## config.mk

```make
export PLATFORM = sky130hd
export DESIGN_NAME = vram_arbiter
export DESIGN_NICKNAME = d
export VERILOG_FILES = /design/src/rtl/vram_arbiter.sv
export SDC_FILE = /design/constraint.sdc
export NUM_CORES = 1
export LEC_CHECK = 0
export CAP_MARGIN = 20
export CORE_UTILIZATION = 40
export DETAILED_ROUTE_END_ITERATION = 10
export HOLD_SLACK_MARGIN = 0.02
export PLACE_DENSITY = 0.8
export SLEW_MARGIN = 20
export SYNTH_ARGS = -nofsm -noshare
export SYNTH_HDL_FRONTEND = slang
export SYNTH_SLANG_ARGS = --single-unit
```

## constraint.sdc

```tcl
create_clock -name pixel_clock -period 1.9 [get_ports pixel_clock]
set_clock_uncertainty 0.15 [all_clocks]
set_input_delay 0.57 -clock pixel_clock [delete_from_list [all_inputs] [get_ports pixel_clock]]
set_output_delay 0.57 -clock pixel_clock [all_outputs]
set_load 0.005 [all_outputs]
```

## src/rtl/vram_arbiter.sv

```systemverilog
// rtl/vram_arbiter.sv - display/CPU VRAM arbiter; macro VRAM_BLANK_ONLY_EN limits CPU access to blanking
module vram_arbiter #(
    parameter int AW = 13,
    parameter int DW = 8
) (
    input  logic          pixel_clock,
    input  logic          reset,
    input  logic          disp_req,
    input  logic [AW-1:0] disp_addr,
    output logic [DW-1:0] disp_data,
    output logic          disp_valid,
    input  logic          cpu_req,
    input  logic          cpu_we,
    input  logic [AW-1:0] cpu_addr,
    input  logic [DW-1:0] cpu_wdata,
    output logic [DW-1:0] cpu_rdata,
    output logic          cpu_ack,
    output logic          cpu_wait,
    input  logic          blanking,
    output logic [AW-1:0] ram_addr,
    output logic          ram_we,
    output logic [DW-1:0] ram_wdata,
    input  logic [DW-1:0] ram_rdata
);

    typedef enum logic [2:0] {
        C_IDLE,
        C_ISSUE,
        C_CAP,
        C_ACK,
        C_HOLD
    } cpu_state_t;

    cpu_state_t    r_state;
    cpu_state_t    w_next;
    logic          w_grant;
    logic          w_cpu_elig;

    logic [AW-1:0] r_ram_addr;
    logic          r_ram_we;
    logic [DW-1:0] r_ram_wdata;
    logic          r_disp_p1;
    logic          r_disp_p2;
    logic          r_disp_valid;
    logic [DW-1:0] r_disp_data;
    logic [DW-1:0] r_cpu_rdata;

`ifdef VRAM_BLANK_ONLY_EN
    assign w_cpu_elig = blanking;
`else
    // blanking does not gate the CPU in this build; any display-free cycle is usable
    assign w_cpu_elig = blanking | 1'b1;
`endif

    // CPU handshake state register
    always_ff @(posedge pixel_clock or posedge reset) begin
        if (reset) begin
            r_state <= C_IDLE;
        end else begin
            r_state <= w_next;
        end
    end

    // CPU next-state and grant decision; the display always takes the slot first
    always_comb begin
        w_next  = r_state;
        w_grant = 1'b0;
        case (r_state)
            C_IDLE: begin
                if (cpu_req && !disp_req && w_cpu_elig) begin
                    w_grant = 1'b1;
                    w_next  = C_ISSUE;
                end
            end
            // r_ram_we is high in C_ISSUE exactly when the granted access was a write
            C_ISSUE: w_next = r_ram_we ? C_ACK : C_CAP;
            C_CAP:   w_next = C_ACK;
            C_ACK:   w_next = C_HOLD;
            C_HOLD:  w_next = cpu_req ? C_HOLD : C_IDLE;
            default: w_next = C_IDLE;
        endcase
    end

    // SRAM issue slot, display read pipeline and CPU read capture
    always_ff @(posedge pixel_clock or posedge reset) begin
        if (reset) begin
            r_ram_addr   <= '0;
            r_ram_we     <= 1'b0;
            r_ram_wdata  <= '0;
            r_disp_p1    <= 1'b0;
            r_disp_p2    <= 1'b0;
            r_disp_valid <= 1'b0;
            r_disp_data  <= '0;
            r_cpu_rdata  <= '0;
        end else begin
            r_ram_we <= 1'b0;
            if (disp_req) begin
                r_ram_addr <= disp_addr;
            end else if (w_grant) begin
                r_ram_addr  <= cpu_addr;
                r_ram_we    <= cpu_we;
                r_ram_wdata <= cpu_wdata;
            end
            // address edge k, SRAM samples at k+1, data captured at k+2
            r_disp_p1    <= disp_req;
            r_disp_p2    <= r_disp_p1;
            r_disp_valid <= r_disp_p2;
            if (r_disp_p2) begin
                r_disp_data <= ram_rdata;
            end
            // a display fetch issued during C_ISSUE only reaches ram_rdata one cycle later
            if (r_state == C_CAP) begin
                r_cpu_rdata <= ram_rdata;
            end
        end
    end

    assign ram_addr   = r_ram_addr;
    assign ram_we     = r_ram_we;
    assign ram_wdata  = r_ram_wdata;
    assign disp_data  = r_disp_data;
    assign disp_valid = r_disp_valid;
    assign cpu_rdata  = r_cpu_rdata;
    assign cpu_ack    = (r_state == C_ACK);
    assign cpu_wait   = cpu_req && (r_state != C_ACK);

endmodule

```

Word level (Yosys, flattened, before mapping) --
Cells that the tools add are included. W data, S select, Z words.
Storage, ports and cells: flip-flop bits (word level) 44, bits of input ports 48, output and inout port bits 41
Cells by class: eq/ne operators 6, mux-type cells 10, bitwise operators 1, reduce and logical (&&, ||, !) cells 6
Operators by type and width (count):
- $mux W13 | 2
- $pmux W3 S5 | 1
- $eq A3 B2 Y1 const B | 2
- $mux W3 | 2
- $mux W1 | 5
- $eq A3 B1 Y1 const B | 1
- $eq A3 B3 Y1 const B | 1
- $logic_not A3 Y1 | 1
- $ne A3 B2 Y1 const B | 1
- $logic_and A1 B1 Y1 | 2
- $ne A2 B2 Y1 const B | 1
- $reduce_and A2 Y1 | 1
- $reduce_bool A2 Y1 | 1
- $logic_not A1 Y1 | 1
- $not A1 Y1 | 1

Depth between registers and ports, before layout --
depth after elaboration 6, depth in mapped cells 5, gate-level depth less buffers 3

Worst setup path before layout --
No wires, ideal clock.
path type input -> register, start point in disp_req, end point reg r_ram_wdata[0], in the netlist ram_wdata[0], arrival time 1.470 ns, required time 1.625 ns, slack 0.156 ns, stages 4, cell sequence clkbuf_1 -> nor2_1 -> nand3_1 -> mux2_2
On the way: longest elaborated chain between the ends 5, elaborated cells on any way between the ends 6, those cells by class mux (2); bitwise (1); reduce/logical (3)
RTL lines:
- from (decl) | line 8 | input logic disp_req,
- $logic_not A1 Y1 | line 70 | if (cpu_req && !disp_req && w_cpu_elig) begin
- $logic_and A1 B1 Y1 | line 70
- $mux W1 | line 70
- $mux W1 | line 68 | case (r_state)
- $reduce_and A2 Y1 (no line) *
- to (signal assigned) | line 102 | r_ram_wdata <= cpu_wdata;
- to (decl) | line 41 | logic [DW-1:0] r_ram_wdata;
Every way passes the cells marked *; elsewhere a longest branch is shown, timed or not. A chain may end at the register's enable or synchronous reset.

Final worst setup path --
start point reg r_state[1], end point out cpu_wait
On the way: longest elaborated chain between the ends 2
RTL lines:
- from (decl) | line 34 | cpu_state_t r_state;
- from (signal assigned) | line 60 | r_state <= w_next;
- $ne A3 B2 Y1 | line 125 | assign cpu_wait = cpu_req && (r_state != C_ACK);
- $logic_and A1 B1 Y1 | line 125
- to (decl) | line 18 | output logic cpu_wait,
Every way passes these cells.

==> flow_metrics.py <==
metrics = {
    "run_status": {
        "violations": "negative setup slack",
        "status": "complete, but fails checks",
    },
    "worst_setup_path": {
        "critPathCaptureType": "output pin",
        "path_class": "flop to output pin",
        "ff2ff_path_depth": 5,
        "reg2reg_to": "ram_addr[5]",
        "crit_slowest_cell": "dfrtp_1",
        "worstPathMaxFanout": 2,
        "slowest_delay_ns": 0.38,
        "r2r_slack_ns": 0.13,
        "required_ns": 1.18,
        "cp-start-kind": "flop",
        "arrival_ns": 1.23,
        "reg2reg_from": "r_state[2]",
        "crit_chain": "and3b_2, buf_6, nor2b_4, buf_2",
    },
    "power_and_ir_drop": {
        "pwr-share-clk": 0.173,
        "p_comb_frac": 0.436,
        "switchingPower_mw": 0.950,
        "worst_ir_drop_vdd_uv": 872,
        "total_power_mw": 3.46,
        "cellPowerDensity_nw_per_um2": 1160,
        "netSwitchingFraction": 0.275,
        "seqPwrFrac": 0.390,
        "p_leak_nw": 1.51,
        "intPower_mw": 2.51,
    },
    "min_path": {
        "hold_path_depth": 0,
        "min_to": "r_disp_p2",
        "min_path_type": "flop to flop",
        "min_from": "r_disp_p1",
    },
    "cells_and_area": {
        "register_area_um2": 1100,
        "syn2layout_area_growth_pct": 66.5,
        "nFillCells": 317,
        "num_antenna_cells": 0,
        "nNetsFinal": 280,
        "layout-drive-gt1-share": 0.215,
        "multi_input_area_um2": 638,
        "final_cells": 285,
        "fin_area_um2": 2990,
        "finalCoreUtilization": 0.692,
    },
    "timing": {
        "finalWorstSetupSlack_ns": -0.0476,
        "grt_setup_unrepaired": "true",
        "finalHoldViolations": 0,
        "whs_ns": 0.203,
        "fin_crit_sh": 1.03,
        "setup_tns_ns": -0.0631,
        "fmax_mhz": 513,
        "slew-limit-headroom": 0.755,
        "period_needed_ns": 1.95,
        "setup_viol": 2,
        "worst_pin_slew_ns": 0.368,
        "finalMaxSlewViolations": 0,
    },
    "route": {
        "wirelength_um": 4200,
        "ant_nets": 0,
        "wire_per_inst_um": 14.8,
        "viasPerCell": 4.81,
        "route.detailed.drc": 0,
        "first_pass_iters": 4,
        "drt_iter0_drc": 38,
        "dr_total_vias": 1372,
    },
    "floorplan": {
        "die_w_um": 69.0,
        "design.core.area_um2": 4320,
        "fp.dieH_um": 69.0,
        "dieArea_um2": 4760,
        "start_util": 0.416,
        "placementRows": 24,
        "io_pins": 89,
    },
    "logic_synthesis": {
        "seq_area_frac_synth": 0.613,
        "synth_nets": 180,
        "netlist_instances": 132,
        "syn_area_per_cell_um2": 13.6,
        "ys_warn_count": 0,
        "synth_cell_types": 22,
        "ys_ff_latch": 44,
        "netlist_area_um2": 1800,
    },
    "global_route": {
        "grt_max_degree": 45,
        "grt_pass1_wl_um": 6880,
        "grt-ovfl-total": 0,
        "grt_use_total": 0.182,
        "grt_pass1_vias": 1431,
        "antenna_found_initial": 0,
    },
    "cts": {
        "htree_levels": 2,
        "clock_path_buffers": 2,
        "path_clk_slew_ns": 0.08,
        "root_buffer": "clkbuf_8",
        "numCtsBuffers": 5,
        "clkSinkCount": 44,
        "worst_skew_pair.late_latency_ns": 0.29,
        "cts_tree": "done",
    },
    "placement": {
        "place_area_um2": 2770,
        "dpl.hpwl_um": 2840,
        "io_buffers": 87,
        "placed_cells": 272,
        "post-place-ws_ns": -0.530,
        "place.gp.congestion": 0.709,
    },
    "job": {
        "cap_violations": 0,
    },
}
==> state kept, by name (all words and copies together), names as in the netlist <==
| signal | flops |
|---|---|
| cpu_rdata | 8 |
| disp_data | 8 |
| disp_valid | 1 |
| r_disp_p1 | 1 |
| r_disp_p2 | 1 |
| r_state | 3 |
| ram_addr | 13 |
| ram_wdata | 8 |
| ram_we | 1 |
==> routing by layer <==
layer | part of all wire | wire length [um] | track usage | up-vias
li1 | - | - | - | 649
met1 | 0.39 | 1650 | 0.225 | 663
met2 | 0.52 | 2180 | 0.297 | 52
met3 | 0.070 | 294 | 0.0687 | 8
met4 | 0.017 | 70 | 0.0544 | 0
met5 | 0 | 0 | 0 | -
==> Yosys cell counts (all sizes together) <==
| master | count | area share |
|---|---|---|
| mux2i | 13 | 0.072 |
| nand3b | 1 | 0.0042 |
| o21ai | 13 | 0.036 |
| nor4b | 1 | 0.013 |
| nand2 | 13 | 0.027 |
| xnor2 | 1 | 0.0049 |
| a21oi | 1 | 0.0028 |
| o21bai | 1 | 0.0042 |
| dfrtp | 44 | 0.61 |
| and3b | 1 | 0.0056 |
| nand3 | 1 | 0.0028 |
| buf | 3 | 0.021 |
| mux2 | 24 | 0.15 |
| nor2 | 4 | 0.0084 |
| clkbuf | 5 | 0.011 |
| a31o | 1 | 0.0049 |
| nor2b | 2 | 0.0070 |
| nor3b | 1 | 0.0070 |
| inv | 2 | 0.0042 |
==> worst max path at each step <==
stage / start / end / cells after the start
finish: r_state[1] / cpu_wait / 4
global route: r_state[1] / cpu_wait / 4
CTS: r_state[0] / cpu_wait / 4
detailed placement: cpu_req / cpu_wait / 3
global placement: cpu_req / cpu_wait / 3
floorplan: reset / cpu_rdata[0] / 1
==> power groups by stage <==
stage / Combinational (mW) / Sequential, mW / Clock (mW)
5_1_grt: 1.61 / 1.39 / 0.657
3_3_place_gp: 1.44 / 1.36 / 0
4_1_cts: 1.54 / 1.36 / 0.614
6_report: 1.51 / 1.35 / 0.600
3_5_place_dp: 1.46 / 1.38 / 0
2_1_floorplan: 0.680 / 1.38 / 0
==> cell type report <==
type / instances / share of cell area
timing repair buffer: 101 / 0.364
tap: 52 / 0.0217
clock buffer: 8 / 0.0301
multi-input combinational: 78 / 0.213
inverter: 2 / 0.00251
sequential: 44 / 0.368
==> cell usage in the layout (no fill, tap or decap), drive strengths merged, types with 2 or more instances in the layout <==
| master | n |
|---|---|
| clkdlybuf4s50 | 57 |
| dfrtp | 44 |
| dlymetal6s2s | 26 |
| mux2 | 24 |
| buf | 14 |
| mux2i | 13 |
| nand2 | 13 |
| o21ai | 13 |
| clkbuf | 8 |
| nor2 | 4 |
| dlygate4sd2 | 3 |
| nor2b | 2 |
==> what timing repair did <==
action / CTS / global route
endpoints found under the setup margin: 4 / 30
endpoints found under the hold margin: 0 / 0
buffers inserted: 2 / 2
hold buffers: 0 / 0
gates cloned: 1 / 0
gates resized for setup: 9 / 29
pin swaps: 1 / 1
==> worst max-delay path: cells and delay by family, from the launching register on <==
| family | cells | cell delay, ns |
|---|---|---|
| DFF | 1 | 0.38 |
| buffers and inverters | 2 | 0.24 |
| and+or+nand+nor | 2 | 0.33 |
==> cell families (layout without fill, tap and decap cells) <==
family,Yosys count,in the layout,share of synthesized area
buffers and inverters,10,111,0.0362
flip-flops,44,44,0.613
XOR/XNOR,1,1,0.00488
AO/OA/AOI/OAI,16,16,0.0480
multiplexers,37,37,0.223
AND/OR/NAND/NOR,24,24,0.0752
(Power assumes the default switching activity.)
